<file path="config.mk">
export PLATFORM = sky130hd
export DESIGN_NAME = uart_rx
export DESIGN_NICKNAME = d
export VERILOG_FILES = /design/src/rtl/uart_rx.sv
export SDC_FILE = /design/constraint.sdc
export NUM_CORES = 1
export LEC_CHECK = 0
export ABC_CLOCK_PERIOD_IN_PS = 1800
export CORE_MARGIN = 3
export CORE_UTILIZATION = 40
export DETAILED_ROUTE_END_ITERATION = 10
export PLACE_DENSITY = 0.71
export SLEW_MARGIN = 5
export SYNTH_ARGS = -nofsm -noshare
export SYNTH_HDL_FRONTEND = slang
export SYNTH_SLANG_ARGS = --single-unit
</file>
<file path="constraint.sdc">
create_clock -name clk -period 1.8 [get_ports clk]
set_input_delay 0.36 -clock clk [delete_from_list [all_inputs] [get_ports clk]]
set_output_delay 0.36 -clock clk [all_outputs]
set_load 0.02 [all_outputs]
</file>
<file path="src/rtl/uart_rx.sv">
// ============================================================================
//  Module   : uart_rx
//  Purpose  : 8N1 UART receiver with internal 16x oversample divider and a
//             valid/ready byte interface with framing-error and overrun flags.
//  Revision : 1.0
// ============================================================================
`default_nettype none

module uart_rx #(
    parameter int CLK_FREQ   = 50000000,
    parameter int BAUD       = 9600,
    parameter int OVERSAMPLE = 16
) (
    input  logic       clk,
    input  logic       rst,
    input  logic       rx,
    output logic [7:0] rx_data,
    output logic       rx_valid,
    input  logic       rx_ready,
    output logic       frame_err,
    output logic       overrun,
    output logic       busy
);

    localparam int c_DIV   = CLK_FREQ / (BAUD * OVERSAMPLE);
    localparam int c_DIV_W = (c_DIV > 1) ? $clog2(c_DIV) : 1;
    localparam int c_CNT_W = $clog2(OVERSAMPLE);

    localparam logic [c_DIV_W-1:0] c_DIV_LAST  = c_DIV_W'(c_DIV - 1);
    localparam logic [c_CNT_W-1:0] c_HALF_LAST = c_CNT_W'(OVERSAMPLE / 2 - 1);
    localparam logic [c_CNT_W-1:0] c_FULL_LAST = c_CNT_W'(OVERSAMPLE - 1);

    typedef enum logic [2:0] {
        S_IDLE      = 3'd0,
        S_START     = 3'd1,
        S_DATA      = 3'd2,
        S_STOP      = 3'd3,
        S_WAIT_HIGH = 3'd4
    } state_e;

    state_e               state_q, state_d;
    logic                 meta_q, rx_s_q;
    logic [c_DIV_W-1:0]   div_q;
    logic [c_CNT_W-1:0]   cnt_q, cnt_d;
    logic [2:0]           idx_q, idx_d;
    logic [7:0]           shift_q, shift_d;
    logic                 done_q, done_d;
    logic                 ferr_d;
    logic [7:0]           data_q;
    logic                 valid_q, ferr_q, ovr_q;
    logic                 w_os_tick;

    assign w_os_tick = (div_q == c_DIV_LAST);

    always_ff @(posedge clk) begin
        if (rst) begin
            meta_q <= 1'b1;
            rx_s_q <= 1'b1;
            div_q  <= '0;
        end else begin
            meta_q <= rx;
            rx_s_q <= meta_q;
            div_q  <= w_os_tick ? '0 : div_q + 1'b1;
        end
    end

    always_ff @(posedge clk) begin
        if (rst) begin
            state_q <= S_IDLE;
            cnt_q   <= '0;
            idx_q   <= '0;
            shift_q <= '0;
            done_q  <= 1'b0;
        end else begin
            state_q <= state_d;
            cnt_q   <= cnt_d;
            idx_q   <= idx_d;
            shift_q <= shift_d;
            done_q  <= done_d;
        end
    end

    always_comb begin
        state_d = state_q;
        cnt_d   = cnt_q;
        idx_d   = idx_q;
        shift_d = shift_q;
        done_d  = 1'b0;
        ferr_d  = 1'b0;
        if (w_os_tick) begin
            cnt_d = cnt_q + 1'b1;
        end
        case (state_q)
            S_IDLE: begin
                if (w_os_tick && !rx_s_q) begin
                    state_d = S_START;
                end
            end
            S_START: begin
                idx_d = '0;
                // A start edge that is high again at mid-bit is treated as noise.
                if (w_os_tick && cnt_q == c_HALF_LAST) begin
                    state_d = rx_s_q ? S_IDLE : S_DATA;
                end
            end
            S_DATA: begin
                if (w_os_tick && cnt_q == c_FULL_LAST) begin
                    shift_d[idx_q] = rx_s_q;
                    cnt_d          = '0;
                    if (idx_q == 3'd7) begin
                        state_d = S_STOP;
                    end else begin
                        idx_d = idx_q + 1'b1;
                    end
                end
            end
            S_STOP: begin
                if (w_os_tick && cnt_q == c_FULL_LAST) begin
                    if (rx_s_q) begin
                        state_d = S_IDLE;
                        done_d  = 1'b1;
                    end else begin
                        state_d = S_WAIT_HIGH;
                        ferr_d  = 1'b1;
                    end
                end
            end
            S_WAIT_HIGH: begin
                if (rx_s_q) begin
                    state_d = S_IDLE;
                end
            end
            default: state_d = S_IDLE;
        endcase
        if (state_d != state_q) begin
            cnt_d = '0;
        end
    end

    // Delivery happens one clk after the stop sample, using the handshake
    // state of that same clk to decide between load and overrun.
    always_ff @(posedge clk) begin
        if (rst) begin
            data_q  <= '0;
            valid_q <= 1'b0;
            ferr_q  <= 1'b0;
            ovr_q   <= 1'b0;
        end else begin
            ferr_q <= ferr_d;
            if (valid_q && rx_ready) begin
                valid_q <= 1'b0;
            end
            if (done_q) begin
                if (!valid_q || rx_ready) begin
                    data_q  <= shift_q;
                    valid_q <= 1'b1;
                end else begin
                    ovr_q <= 1'b1;
                end
            end
        end
    end

    assign rx_data   = data_q;
    assign rx_valid  = valid_q;
    assign frame_err = ferr_q;
    assign overrun   = ovr_q;
    assign busy      = (state_q != S_IDLE);

endmodule

`default_nettype wire

</file>
======== Word-level counts from Yosys, hierarchy flattened ========
Cells that the tools add are included.
Widths: inputs -> output; s select.
operators by class
  mux-type cells .......................... 23
  order comparisons ....................... 2
  bitwise operators ....................... 3
  add/sub/neg operators ................... 3
  equal/unequal tests ..................... 11
  reduce and logical (&&, ||, !) cells .... 18
operator list
  operator             number
  $mux 3               9
  $pmux 3 s5           1
  $mux 4               3
  $add 9x1->9 const B  1
  $eq 9x9->1 const B   1
  $bwmux 8             1
  $eq 3x2->1 const B   2
  $eq 3x3->1 const B   2
  $mux 1               6
  $pmux 3 s2           1
  $reduce_and 2->1     3
  $logic_and 1x1->1    5
  $add 4x1->4 const B  1
  $eq 4x3->1 const B   1
  $eq 4x4->1 const B   1
  $lt 3x4->1 const B   1
  $ne 2x2->1 const B   2
  $reduce_or 2->1      2
  $add 3x1->3 const B  1
  $demux 1 s3          1
  $eq 3x1->1 const B   1
  $ge 3x1->1 const B   1
  $logic_not 3->1      1
  $ne 3x3->1           1
  other kinds (8)      11
storage, ports and cells
  logic and storage cells ................. 72
  flip-flop bits (word level) ............. 41
  input port bits ......................... 4
  output and inout bits ................... 12

======== Longest topological paths before layout ========
Gate-level depths: netlist (run 1).
  word-level depth ........................ 6
  depth in mapped cells ................... 8
  gate-level depth less buffers ........... 6

======== Worst setup path after synthesis (run 1) ========
OpenSTA, ideal clock, no wires.
  path kind ............................... register -> register
  from .................................... register div_q[0]
  to ...................................... register shift_q[7]
  setup time .............................. 70 ps
  cell stages (with the launch flop) ...... 8
  period minus slack after synthesis ...... 1,802 ps
  setup slack ............................. -2 ps
  arrival time ............................ 1,732 ps
  required time ........................... 1,730 ps
  path buffers ............................ 1
  cell sequence ........................... dfxtp_1 inv_1 ha_1 and4b_1 clkbuf_1 and4_1 or4b_1 a21oi_1
on the way
  cells in the longest elaborated chain, start to end .. 3
RTL lines
  element                     RTL line  RTL
  start: declaration          43        logic [c_DIV_W-1:0] div_q;
  start signal: assignment    63        div_q <= w_os_tick ? '0 : div_q + 1'b1;
  $eq 9x9->1                  53        assign w_os_tick = (div_q == c_DIV_LAST);
  $logic_and 1x1->1           107       if (w_os_tick && cnt_q == c_FULL_LAST) begin
  $reduce_and 2->1 (no line)  --
  end signal: assignment      78        shift_q <= shift_d;
  end: declaration            46        logic [7:0] shift_q, shift_d;
No other way between the ends.
A chain may end at the register's enable or synchronous reset.

======== Worst setup path after layout (run 1) ========
  from .................................... register state_q[1]
  to ...................................... output busy
on the way
  cells in the longest elaborated chain, start to end .. 1
RTL lines
  element                   RTL line  RTL
  start: declaration        41        state_e state_q, state_d;
  start signal: assignment  75        state_q <= state_d;
  $reduce_bool 3->1         168       assign busy = (state_q != S_IDLE);
  end: declaration          22        output logic busy
No other way between the ends.

==> results of run 1 <==
[routing by layer]
layer / vias to the layer above / track usage, %
li1: 760 / -
met1: 668 / 17.72
met2: 24 / 21.95
met3: 2 / 5.746
met4: 0 / 3.622
met5: - / 0
[cell usage in the layout (no fill, tap or decap), drive strengths merged, types with 2 or more instances in the layout]
master	n
nand3	7
a21oi	12
o221a	2
nand2	4
nand4	8
or3	7
and4	3
and3	4
clkbuf	6
buf	13
clkdlybuf4s50	14
o31ai	2
nand2b	4
or2	2
nor3b	2
nor2b	3
a211oi	2
nor2	33
ha	5
inv	6
dfxtp	41
o21ai	6
xnor2	3
mux2i	12
xor2	7
nor3	5
[worst reg2reg max path, cell delays in order, from the launching register on]
cell	delay (ns)
dfxtp_1	0.34
inv_1	0.07
ha_1	0.13
and4b_2	0.28
nand4_1	0.24
or3_1	0.42
a21oi_1	0.14
[cells by family after synthesis]
| kind of cell | count (synthesis) |
|---|---|
| muxes | 12 |
| DFF | 41 |
| buffers and inverters | 17 |
| AOI/OAI and AO/OA | 28 |
| xor gates and xnor gates | 10 |
| and+or+nand+nor | 88 |
| adders and majority gates | 5 |
[per-stage QoR]
| step | utilization, % | area (um^2) | hold WS (ns) | std cells |
|---|---|---|---|---|
| 2_1_floorplan | - | 1823 | 0.3895 | 201 |
| 3_3_place_gp | 49.82 | 2093 | 0.3920 | 267 |
| 3_5_place_dp | 49.82 | 2093 | 0.4002 | 267 |
| 4_1_cts | 52.65 | 2212 | 0.4192 | 275 |
| 5_1_grt | 53.22 | 2236 | 0.4410 | 276 |
| 6_report | 53.22 | 2236 | 0.4139 | 276 |
[how the worst min path moves through the flow]
stage	slack [ns]	end	cells past startpoint
global route	0.44	rx_s_q	1
CTS	0.42	rx_s_q	1
finish	0.41	rx_s_q	1
global placement	0.39	rx_s_q	1
detailed placement	0.40	rx_s_q	1
floorplan	0.39	rx_s_q	1
[layout make-up]
class                      count  area [um^2]  area share [%]
clock buffer                   6        82.58           3.693
tap                           50        62.56           2.798
sequential                    41        822.0           36.77
multi-input combinational    143        949.7           42.47
inverter                       6        22.52           1.007
timing repair buffer          28        259.0           11.58
clock inverter                 2        37.54           1.679
[registers in the layout, summed over array words and instances (netlist names)]
register / count
cnt_q: 4
div_q: 9
done_q: 1
frame_err: 1
idx_q: 3
meta_q: 1
overrun: 1
rx_data: 8
rx_s_q: 1
rx_valid: 1
shift_q: 8
state_q: 3
[timing repair]
item / in CTS / in global routing
pin swaps: 0 / 3
resized for setup: 1 / 7
setup buffers: 0 / 1
endpoints found under the setup margin: 1 / 8
[report_power, final]
part            total, W  switching (W)  leakage (nW)  internal [W]
combinational  0.0000616      0.0000331         0.530     0.0000285
clock           0.000760       0.000310        0.0574      0.000451
sequential      0.000921     0.00000693         0.332      0.000914
total            0.00174       0.000350         0.919       0.00139
==> impl_metrics.prom, run 1 <==
# TYPE chip_impl_metric gauge
chip_impl_info{name="status",value="finished clean"} 1
chip_impl_metric{name="post_detailed_placement_half_perimeter_wirelength",unit="um"} 2420
chip_impl_info{name="worst_hold_startpoint",value="meta_q"} 1
chip_impl_metric{name="first_pass_iters",unit=""} 4
chip_impl_metric{name="clock_edge_transition_at_the_registers_on_the_reported_setup_and_hold_paths",unit="ns"} 0.08
chip_impl_metric{name="synth_edf_count",unit=""} 0
chip_impl_metric{name="flops_latches_synth",unit=""} 41
chip_impl_metric{name="vdd.ir_drop.worst",unit="uV"} 568.3
chip_impl_metric{name="post_synth_instance_area",unit="mm^2"} 0.001822
chip_impl_metric{name="vias_in_the_first_global_route",unit=""} 1347
chip_impl_info{name="crit_path_start_kind",value="flop"} 1
chip_impl_metric{name="synthAdderAreaFrac",unit="%"} 3.434
chip_impl_metric{name="critical_path.max_stage_delay",unit="ns"} 0.39
chip_impl_info{name="worst_setup_path_endpoint",value="busy"} 1
chip_impl_metric{name="layout.nets",unit=""} 234
chip_impl_metric{name="wl_met3",unit="um"} 168
chip_impl_metric{name="floorplan.die_area",unit="mm^2"} 0.005400
chip_impl_info{name="largest_family_of_logic_cells_by_synthesized_area",value="simple AND/OR/NAND/NOR gates"} 1
chip_impl_metric{name="crit_required",unit="ns"} 1.44
chip_impl_metric{name="insertedDiodeCount",unit=""} 0
chip_impl_info{name="highest-signal-layer",value="met4"} 1
chip_impl_metric{name="postSynth.asyncResetShare",unit="%"} 0
chip_impl_metric{name="drc",unit=""} 0
chip_impl_metric{name="avgViaCountPerCell",unit=""} 5.268
chip_impl_metric{name="total_clock_sinks",unit=""} 41
chip_impl_metric{name="synth.distinct_cells",unit=""} 37
chip_impl_metric{name="cp.arrival",unit="ns"} 1.36
chip_impl_metric{name="final_setup_violation_count",unit=""} 0
chip_impl_metric{name="avgSynthCellArea",unit="um^2"} 9.063
chip_impl_metric{name="met2RoutedLength",unit="um"} 1545
chip_impl_metric{name="p_per_area",unit="mW/mm^2"} 779.4
chip_impl_metric{name="p_total",unit="W"} 0.001743
chip_impl_metric{name="wirelength_met1",unit="um"} 1595
chip_impl_metric{name="clock_skew",unit="ns"} 0.006537
chip_impl_metric{name="crit_cells",unit=""} 2
chip_impl_metric{name="height_of_the_die",unit="um"} 73.49
chip_impl_metric{name="first_pass_grt_wire_length",unit="um"} 5927
chip_impl_metric{name="pre_cts_slack",unit="ns"} 0.09171
chip_impl_metric{name="routed_wl",unit="um"} 3320
chip_impl_info{name="cp_cell_sequence",value="or3_1, dlygate4sd2_1"} 1
chip_impl_metric{name="cts_hold_buffers",unit=""} 0
chip_impl_metric{name="fillCellCount",unit=""} 397
chip_impl_info{name="postSynth.topFlopCell",value="dfxtp_1"} 1
chip_impl_metric{name="critical_path_buf_inv_count",unit=""} 1
chip_impl_metric{name="clk_path_buf_depth",unit=""} 2
chip_impl_metric{name="max_clock_freq",unit="MHz"} 580.0
chip_impl_metric{name="route.antenna.remaining_nets",unit=""} 0
chip_impl_metric{name="postLayoutSetupSlackWorst",unit="ns"} 0.07574
chip_impl_metric{name="number_of_antenna_violations_at_the_first_check_in_global_routing",unit=""} 0
chip_impl_metric{name="yosys.area.top_type_share",unit="%"} 45.05
chip_impl_metric{name="drt_iter0_markers",unit=""} 71
chip_impl_metric{name="largest_net_degree_at_the_start_of_global_routing",unit=""} 15
chip_impl_metric{name="synth_mux_area_share",unit="%"} 6.593
chip_impl_info{name="synth_area_leaders",value="dfxtp_1 45%, nor2_1 6.8%, mux2i_1 6.6%"} 1
chip_impl_info{name="cp_slowest_cell",value="dfxtp_1"} 1
chip_impl_info{name="setup_repair_after_global_routing_missed_its_margin",value="no"} 1
chip_impl_metric{name="drive_gt1_share",unit="%"} 16.37
chip_impl_info{name="timing.critical_path.to_type",value="primary output"} 1
chip_impl_metric{name="initial_core_util",unit="%"} 43.36
chip_impl_metric{name="max_slew_margin",unit="%"} 73.98
chip_impl_metric{name="synthXorXnorAreaFrac",unit="%"} 4.808
chip_impl_metric{name="post_drt_wl_per_cell",unit="um"} 12.03
chip_impl_metric{name="overflow",unit=""} 0
chip_impl_metric{name="core_area",unit="mm^2"} 0.004202
chip_impl_info{name="cpLargestDelayFamily",value="flip-flops"} 1
chip_impl_info{name="criticalPathCategory",value="flop to primary output"} 1
chip_impl_metric{name="report.final.hold_viol_count",unit=""} 0
chip_impl_metric{name="syn-instance-count",unit=""} 201
chip_impl_metric{name="synth_simple_gate_area_share",unit="%"} 26.72
chip_impl_info{name="cts_tree",value="done"} 1
chip_impl_info{name="synthTopCellsByCount",value="41 x dfxtp_1, 33 x nor2_1, 12 x a21oi_1, 12 x mux2i_1, 9 x clkbuf_1"} 1
chip_impl_info{name="worst_r2r_endpoint",value="shift_q[3]"} 1
chip_impl_metric{name="r2r.worst_path.cells",unit=""} 6
chip_impl_metric{name="dr_total_vias",unit=""} 1454
chip_impl_metric{name="die_w",unit="um"} 73.49
chip_impl_metric{name="synth.yosys.seq_area_share",unit="%"} 45.05
chip_impl_metric{name="insertion_delay",unit="ns"} 0.29
chip_impl_metric{name="synth_warnings",unit=""} 0
chip_impl_info{name="start_of_the_worst_register_to_register_path",value="div_q[1]"} 1
chip_impl_metric{name="cts-buffers-inserted",unit=""} 5
chip_impl_metric{name="top_level_ports",unit=""} 16
chip_impl_info{name="yosysMostFrequentCell",value="dfxtp_1"} 1
chip_impl_info{name="startpoint",value="state_q[1]"} 1
chip_impl_metric{name="layout_min_cycle_time",unit="ns"} 1.724
chip_impl_metric{name="num_rows",unit=""} 23
chip_impl_metric{name="final_max_slew_violation_count",unit=""} 0
chip_impl_metric{name="place_congestion",unit=""} 0.8146
chip_impl_info{name="synth_largest_area_cell",value="dfxtp_1"} 1
chip_impl_metric{name="grt_use_total",unit="%"} 13.97
chip_impl_metric{name="synth.net_count",unit=""} 210
chip_impl_metric{name="setup_total_negative_slack",unit="ns"} 0
chip_impl_metric{name="area_delta_synth_final",unit="%"} 22.73
chip_impl_metric{name="timing_worst_slew_pin_value",unit="ns"} 0.3894
chip_impl_metric{name="final_min_period_over_clock_period",unit="%"} 95.79
chip_impl_metric{name="crit_fanout",unit=""} 8
chip_impl_metric{name="reg2reg_setup_slack",unit="ns"} 0.12
chip_impl_info{name="clock_root_cell",value="clkbuf_8"} 1
chip_impl_metric{name="cts_htree_levels",unit=""} 2
chip_impl_metric{name="drv.max_cap_violation_count",unit=""} 0
chip_impl_metric{name="numPortBuffers",unit=""} 15
chip_impl_metric{name="cellLeakagePower",unit="nW"} 0.9189
chip_impl_metric{name="synth_compound_area_share",unit="%"} 9.753
chip_impl_info{name="min-delay-path-class",value="flop to flop"} 1
No activity file was read; power rests on OpenSTA's default activity.
==> run 2: changes to the inputs <==
--- a/config.mk
+++ b/config.mk
@@ -7,9 +7,9 @@
 export LEC_CHECK = 0
 export ABC_CLOCK_PERIOD_IN_PS = 1800
 export CORE_MARGIN = 3
-export CORE_UTILIZATION = 40
+export CORE_UTILIZATION = 23
 export DETAILED_ROUTE_END_ITERATION = 10
-export PLACE_DENSITY = 0.71
+export PLACE_DENSITY = 0.5
 export SLEW_MARGIN = 5
 export SYNTH_ARGS = -nofsm -noshare
 export SYNTH_HDL_FRONTEND = slang
==> impl_metrics.prom, run 2 (same netlist as run 1, synthesis figures left out) <==
# TYPE chip_impl_metric gauge
chip_impl_info{name="status",value="finished clean"} 1
chip_impl_metric{name="avgViaCountPerCell",unit=""} 4.384
chip_impl_info{name="clock_root_cell",value="clkbuf_8"} 1
chip_impl_metric{name="post_drt_wl_per_cell",unit="um"} 11.06
chip_impl_metric{name="overflow",unit=""} 0
chip_impl_info{name="criticalPathCategory",value="flop to primary output"} 1
chip_impl_info{name="timing.critical_path.to_type",value="primary output"} 1
chip_impl_metric{name="place_congestion",unit=""} 0.7961
chip_impl_metric{name="insertion_delay",unit="ns"} 0.29
chip_impl_metric{name="p_per_area",unit="mW/mm^2"} 695.3
chip_impl_info{name="start_of_the_worst_register_to_register_path",value="div_q[0]"} 1
chip_impl_metric{name="max_slew_margin",unit="%"} 75.92
chip_impl_metric{name="crit_fanout",unit=""} 5
chip_impl_metric{name="p_total",unit="W"} 0.001614
chip_impl_metric{name="crit_required",unit="ns"} 1.44
chip_impl_metric{name="max_clock_freq",unit="MHz"} 592.1
chip_impl_metric{name="height_of_the_die",unit="um"} 95.00
chip_impl_metric{name="total_clock_sinks",unit=""} 41
chip_impl_metric{name="area_delta_synth_final",unit="%"} 27.40
chip_impl_metric{name="final_area",unit="mm^2"} 0.002321
chip_impl_metric{name="largest_net_degree_at_the_start_of_global_routing",unit=""} 14
chip_impl_info{name="largest_register",value="div_q"} 1
chip_impl_metric{name="post_detailed_placement_half_perimeter_wirelength",unit="um"} 2691
chip_impl_info{name="cts_tree",value="done"} 1
chip_impl_metric{name="layout.nets",unit=""} 240
chip_impl_metric{name="drt_iter0_markers",unit=""} 83
chip_impl_metric{name="instances_no_fill",unit=""} 331
chip_impl_metric{name="timing_worst_slew_pin_value",unit="ns"} 0.3604
chip_impl_info{name="leading_cell_types_in_the_layout_fill_and_taps_excluded",value="40 x dfxtp_1, 33 x nor2_1, 18 x buf_4"} 1
chip_impl_metric{name="reg2reg_setup_slack",unit="ns"} 0.12
chip_impl_info{name="min-delay-path-class",value="flop to flop"} 1
chip_impl_metric{name="vias_in_the_first_global_route",unit=""} 1367
chip_impl_metric{name="dp.cells",unit=""} 321
chip_impl_metric{name="cp.arrival",unit="ns"} 1.33
chip_impl_info{name="timing.hold.worst_endpoint",value="rx_s_q"} 1
chip_impl_metric{name="die_w",unit="um"} 95.00
chip_impl_metric{name="drv.max_cap_violation_count",unit=""} 0
chip_impl_metric{name="num_rows",unit=""} 31
chip_impl_metric{name="final_min_period_over_clock_period",unit="%"} 93.83
chip_impl_info{name="crit_path_start_kind",value="flop"} 1
chip_impl_metric{name="number_of_cells_on_the_worst_hold_path",unit=""} 1
chip_impl_metric{name="clock_edge_transition_at_the_registers_on_the_reported_setup_and_hold_paths",unit="ns"} 0.08
chip_impl_metric{name="clock_skew",unit="ns"} 0.008300
chip_impl_metric{name="placed_cell_area",unit="mm^2"} 0.002192
chip_impl_metric{name="vdd.ir_drop.worst",unit="uV"} 337.1
chip_impl_metric{name="first_pass_iters",unit=""} 4
chip_impl_metric{name="insertedDiodeCount",unit=""} 0
chip_impl_metric{name="drc",unit=""} 0
chip_impl_metric{name="timing.hold.ws",unit="ns"} 0.4102
chip_impl_metric{name="layout_min_cycle_time",unit="ns"} 1.689
chip_impl_metric{name="drive_gt1_share",unit="%"} 18.53
chip_impl_metric{name="core_area",unit="mm^2"} 0.007447
chip_impl_metric{name="setup_total_negative_slack",unit="ns"} 0
chip_impl_metric{name="top_level_ports",unit=""} 16
chip_impl_metric{name="clk_path_buf_depth",unit=""} 2
chip_impl_metric{name="numPortBuffers",unit=""} 15
chip_impl_metric{name="grt_use_total",unit="%"} 8.738
chip_impl_metric{name="cts-buffers-inserted",unit=""} 5
chip_impl_metric{name="largest_register_ff_count",unit=""} 9
chip_impl_info{name="setup_repair_after_global_routing_missed_its_margin",value="no"} 1
chip_impl_info{name="worst_r2r_endpoint",value="shift_q[7]"} 1
chip_impl_info{name="worst_hold_startpoint",value="meta_q"} 1
chip_impl_metric{name="dr_total_vias",unit=""} 1451
chip_impl_metric{name="routed_wl",unit="um"} 3661
chip_impl_metric{name="number_of_antenna_violations_at_the_first_check_in_global_routing",unit=""} 0
chip_impl_metric{name="report.final.hold_viol_count",unit=""} 0
chip_impl_metric{name="initial_core_util",unit="%"} 24.46
chip_impl_info{name="layout_commonest_cell",value="dfxtp_1"} 1
chip_impl_metric{name="cellLeakagePower",unit="nW"} 0.9446
chip_impl_metric{name="final_setup_violation_count",unit=""} 0
chip_impl_metric{name="first_pass_grt_wire_length",unit="um"} 6279
chip_impl_metric{name="cts_htree_levels",unit=""} 2
chip_impl_metric{name="final_max_slew_violation_count",unit=""} 0
chip_impl_metric{name="route.antenna.remaining_nets",unit=""} 0
chip_impl_metric{name="r2r.worst_path.cells",unit=""} 6
chip_impl_metric{name="floorplan.die_area",unit="mm^2"} 0.009024
==> run 2: cell types whose count changed in the layout (fill, tap and decap cells not counted), sizes merged <==
cell      change
bufinv        -1
clkinvlp      -1
buf           +6
clkinv        +2
==> run 2: per-layer routing <==
metal	wire [um]	track usage [%]
met1	1863	11.30
met4	23	2.524
met5	0	0
met3	138	2.390
met2	1636	14.21
==> run 2: worst max-delay path by stage <==
stage,end,depth (start not counted),startpoint,slack (ns)
6_report,busy,2,state_q[1],0.11
5_1_grt,shift_q[7],5,cnt_q[1],0.006
4_1_cts,shift_q[7],5,cnt_q[0],0.05
3_5_place_dp,shift_q[7],5,cnt_q[0],0.07
3_3_place_gp,shift_q[7],5,cnt_q[0],0.09
2_1_floorplan,shift_q[7],7,div_q[0],0.10
==> run 2: layout make-up <==
type,instances,area [um^2]
clock inverters,2,13.76
multi-input cells,143,952.2
fillers,802,5126
well taps,99,123.9
repair buffers,34,304.0
flip-flops and latches,41,822.0
clock buffers,6,82.58
inverters,6,22.52
==> run 2: timing repair <==
item | 4_1_cts | 5_1_grt
resized for setup | 1 | 8
hold buffers | 0 | 0
pin swaps | 0 | 4
buffers inserted | 0 | 2
setup endpoints to repair | 1 | 12
==> run 2: worst max-delay path, cell delays in order (launching register included) <==
cell and delay [ns]:
dfxtp_1 0.36, or3_1 0.36, dlygate4sd2_1 0.33
==> run 2: metrics by stage <==
stage | worst slack (ns) | utilization, %
after floorplan | 0.1010 | -
after global placement | 0.09263 | 29.44
after detailed placement | 0.06584 | 29.44
after CTS | 0.04611 | 30.71
after global routing | 0.005939 | 31.17
final | 0.1110 | 31.17
==> run 2: power breakdown <==
part | leakage (nW) | switching (W) | total (W) | internal, W
Sequential | 0.332 | 0.00000550 | 0.000919 | 0.000914
Combinational | 0.562 | 0.0000380 | 0.0000715 | 0.0000334
Clock | 0.0512 | 0.000312 | 0.000623 | 0.000311
==> run 3: changes to the inputs <==
--- a/config.mk
+++ b/config.mk
@@ -5,11 +5,13 @@
 export SDC_FILE = /design/constraint.sdc
 export NUM_CORES = 1
 export LEC_CHECK = 0
-export ABC_CLOCK_PERIOD_IN_PS = 1800
+export ABC_CLOCK_PERIOD_IN_PS = 1400
 export CORE_MARGIN = 3
 export CORE_UTILIZATION = 23
 export DETAILED_ROUTE_END_ITERATION = 10
+export GPL_TIMING_DRIVEN = 0
 export PLACE_DENSITY = 0.5
+export SETUP_SLACK_MARGIN = 0.05
 export SLEW_MARGIN = 5
 export SYNTH_ARGS = -nofsm -noshare
 export SYNTH_HDL_FRONTEND = slang
==> constraint.sdc (replaced) <==
create_clock -name clk -period 1.4 [get_ports clk]
set_input_delay 0.28 -clock clk [delete_from_list [all_inputs] [get_ports clk]]
set_output_delay 0.28 -clock clk [all_outputs]
set_load 0.02 [all_outputs]
==> impl_metrics.prom, run 3 (same netlist as run 1, synthesis figures left out) <==
# TYPE chip_impl_metric gauge
chip_impl_info{name="status",value="finished with violations"} 1
chip_impl_info{name="failed_checks",value="setup timing"} 1
chip_impl_metric{name="dp.cells",unit=""} 314
chip_impl_metric{name="setup_total_negative_slack",unit="ns"} -3.974
chip_impl_metric{name="top_level_ports",unit=""} 16
chip_impl_info{name="min-delay-path-class",value="primary input to flop"} 1
chip_impl_metric{name="num_rows",unit=""} 31
chip_impl_metric{name="max_slew_margin",unit="%"} 66.61
chip_impl_info{name="largest_register",value="div_q"} 1
chip_impl_metric{name="clock_skew",unit="ns"} 0.008248
chip_impl_info{name="clock_root_cell",value="clkbuf_8"} 1
chip_impl_metric{name="layout.nets",unit=""} 256
chip_impl_metric{name="die_w",unit="um"} 95.00
chip_impl_metric{name="cts_htree_levels",unit=""} 2
chip_impl_metric{name="power.internal",unit="W"} 0.001751
chip_impl_metric{name="core_area",unit="mm^2"} 0.007447
chip_impl_metric{name="post_detailed_placement_half_perimeter_wirelength",unit="um"} 2447
chip_impl_metric{name="largest_register_ff_count",unit=""} 9
chip_impl_metric{name="final_max_slew_violation_count",unit=""} 0
chip_impl_metric{name="cellLeakagePower",unit="nW"} 1.099
chip_impl_metric{name="vias_in_the_first_global_route",unit=""} 1415
chip_impl_metric{name="area_delta_synth_final",unit="%"} 42.65
chip_impl_metric{name="crit_required",unit="ns"} 1.62
chip_impl_metric{name="place_congestion",unit=""} 0.7228
chip_impl_metric{name="timing.hold.ws",unit="ns"} 0.4160
chip_impl_info{name="criticalPathCategory",value="flop to flop"} 1
chip_impl_metric{name="largest_net_degree_at_the_start_of_global_routing",unit=""} 15
chip_impl_metric{name="drt_iter0_markers",unit=""} 133
chip_impl_metric{name="total_clock_sinks",unit=""} 41
chip_impl_info{name="leading_cell_types_in_the_layout_fill_and_taps_excluded",value="31 x nor2_1, 29 x dfxtp_1, 21 x buf_4"} 1
chip_impl_metric{name="insertedDiodeCount",unit=""} 0
chip_impl_metric{name="p_total",unit="W"} 0.002234
chip_impl_metric{name="first_pass_iters",unit=""} 4
chip_impl_metric{name="initial_core_util",unit="%"} 24.46
chip_impl_metric{name="cp.arrival",unit="ns"} 1.91
chip_impl_metric{name="first_pass_grt_wire_length",unit="um"} 6375
chip_impl_metric{name="insertion_delay",unit="ns"} 0.29
chip_impl_metric{name="drv.max_cap_violation_count",unit=""} 0
chip_impl_metric{name="seq_area",unit="um^2"} 840.8
chip_impl_metric{name="reg2reg_setup_slack",unit="ns"} -0.29
chip_impl_metric{name="drive_gt1_share",unit="%"} 32.66
chip_impl_info{name="cts_tree",value="done"} 1
chip_impl_metric{name="swShare",unit="%"} 21.60
chip_impl_metric{name="final_min_period_over_clock_period",unit="%"} 120.7
chip_impl_metric{name="route.antenna.remaining_nets",unit=""} 0
chip_impl_metric{name="net_load_switching_power",unit="W"} 0.0004824
chip_impl_metric{name="overflow",unit=""} 0
chip_impl_metric{name="pre_cts_slack",unit="ns"} -0.4706
chip_impl_info{name="crit_path_start_kind",value="flop"} 1
chip_impl_metric{name="fillCellCount",unit=""} 774
chip_impl_metric{name="share_comb_of_total_power",unit="%"} 4.4
chip_impl_metric{name="dr_total_vias",unit=""} 1577
chip_impl_info{name="layout_commonest_cell",value="nor2_1"} 1
chip_impl_metric{name="cts-buffers-inserted",unit=""} 5
chip_impl_metric{name="final_setup_violation_count",unit=""} 30
chip_impl_metric{name="layout_min_cycle_time",unit="ns"} 1.690
chip_impl_metric{name="floorplan.die_area",unit="mm^2"} 0.009024
chip_impl_metric{name="post_drt_wl_per_cell",unit="um"} 11.43
chip_impl_metric{name="crit_fanout",unit=""} 6
chip_impl_metric{name="number_of_antenna_violations_at_the_first_check_in_global_routing",unit=""} 0
chip_impl_metric{name="timing_worst_slew_pin_value",unit="ns"} 0.5009
chip_impl_metric{name="report.final.hold_viol_count",unit=""} 0
chip_impl_metric{name="pwr-share-seq",unit="%"} 53.0
chip_impl_metric{name="p_per_area",unit="mW/mm^2"} 859.5
chip_impl_info{name="timing.critical_path.to_type",value="flop"} 1
chip_impl_metric{name="clock_edge_transition_at_the_registers_on_the_reported_setup_and_hold_paths",unit="ns"} 0.08
chip_impl_metric{name="numPortBuffers",unit=""} 14
chip_impl_metric{name="height_of_the_die",unit="um"} 95.00
chip_impl_metric{name="clk_path_buf_depth",unit=""} 2
chip_impl_metric{name="avgViaCountPerCell",unit=""} 4.545
chip_impl_metric{name="clock_network_power_share",unit="%"} 42.6
chip_impl_metric{name="routed_wl",unit="um"} 3966
chip_impl_metric{name="postLayoutSetupSlackWorst",unit="ns"} -0.2903
chip_impl_metric{name="vdd.ir_drop.worst",unit="uV"} 393.7
chip_impl_metric{name="drc",unit=""} 0
chip_impl_metric{name="grt_use_total",unit="%"} 8.870
chip_impl_metric{name="max_clock_freq",unit="MHz"} 591.6
chip_impl_info{name="setup_repair_after_global_routing_missed_its_margin",value="yes"} 1
chip_impl_metric{name="instances_no_fill",unit=""} 347
chip_impl_metric{name="multi_input_area",unit="mm^2"} 0.001057
## run 3: changes by cell type in the layout (fill, tap and decap cells not counted), sizes merged
cell,delta
buf,+14
bufinv,+1
clkbuf,+3
clkdlybuf4s50,-12
clkinv,-1
clkinvlp,+1
dlygate4sd2,+10
## run 3: layout make-up
type	instances	area share, %
timing repair buffer	41	13.58
clock inverter	3	1.781
multi-input combinational	143	40.68
inverter	6	0.8666
sequential	41	32.35
tap	99	4.767
clock buffer	5	2.648
buffer	9	3.322
## run 3: final timing paths
| kind | startpoint | end | cells past startpoint |
|---|---|---|---|
| worst max-delay path | div_q[0] | shift_q[7] | 7 |
| worst min-delay path | rst | shift_q[7] | 2 |
| worst max register to register | div_q[0] | shift_q[7] | 7 |
| worst min register to register | meta_q | rx_s_q | 1 |
## run 3: worst max-delay path, cell delays in order (launching register included)
cell	delay, ns
dfxtp_4	0.35
inv_2	0.06
ha_4	0.11
and4b_1	0.22
buf_8	0.13
and4_4	0.20
or4b_1	0.43
a21oi_1	0.12
## run 3: timing repair
action	4_1_cts	5_1_grt
setup endpoints to repair	43	35
endpoints found under the hold margin	0	0
hold buffers	0	0
buffers inserted	18	9
gates resized for setup	49	26
pin swaps	13	9
## run 3: metal layers
| metal | GRT usage (%) | part of all wire (%) | up-vias |
|---|---|---|---|
| li1 | - | - | 803 |
| met1 | 11.98 | 49 | 745 |
| met2 | 13.86 | 46 | 25 |
| met3 | 2.390 | 4.0 | 4 |
| met4 | 2.524 | 0.83 | 0 |
| met5 | 0 | 0 | - |
## run 3: per-stage QoR
step / instance area (um^2) / utilization [%]
3_5_place_dp: 2112 / 28.36
5_1_grt: 2599 / 34.90
3_3_place_gp: 2112 / 28.36
6_report: 2599 / 34.90
2_1_floorplan: 1848 / -
4_1_cts: 2466 / 33.11
## run 3: power groups by stage
stage               Sequential, W  Combinational (W)  Clock [W]
CTS                       0.00118          0.0000930   0.000993
floorplan                 0.00121          0.0000479          0
detailed placement        0.00121          0.0000686          0
finish                    0.00118          0.0000993   0.000951
global placement          0.00121          0.0000690          0
global route              0.00119           0.000110    0.00105
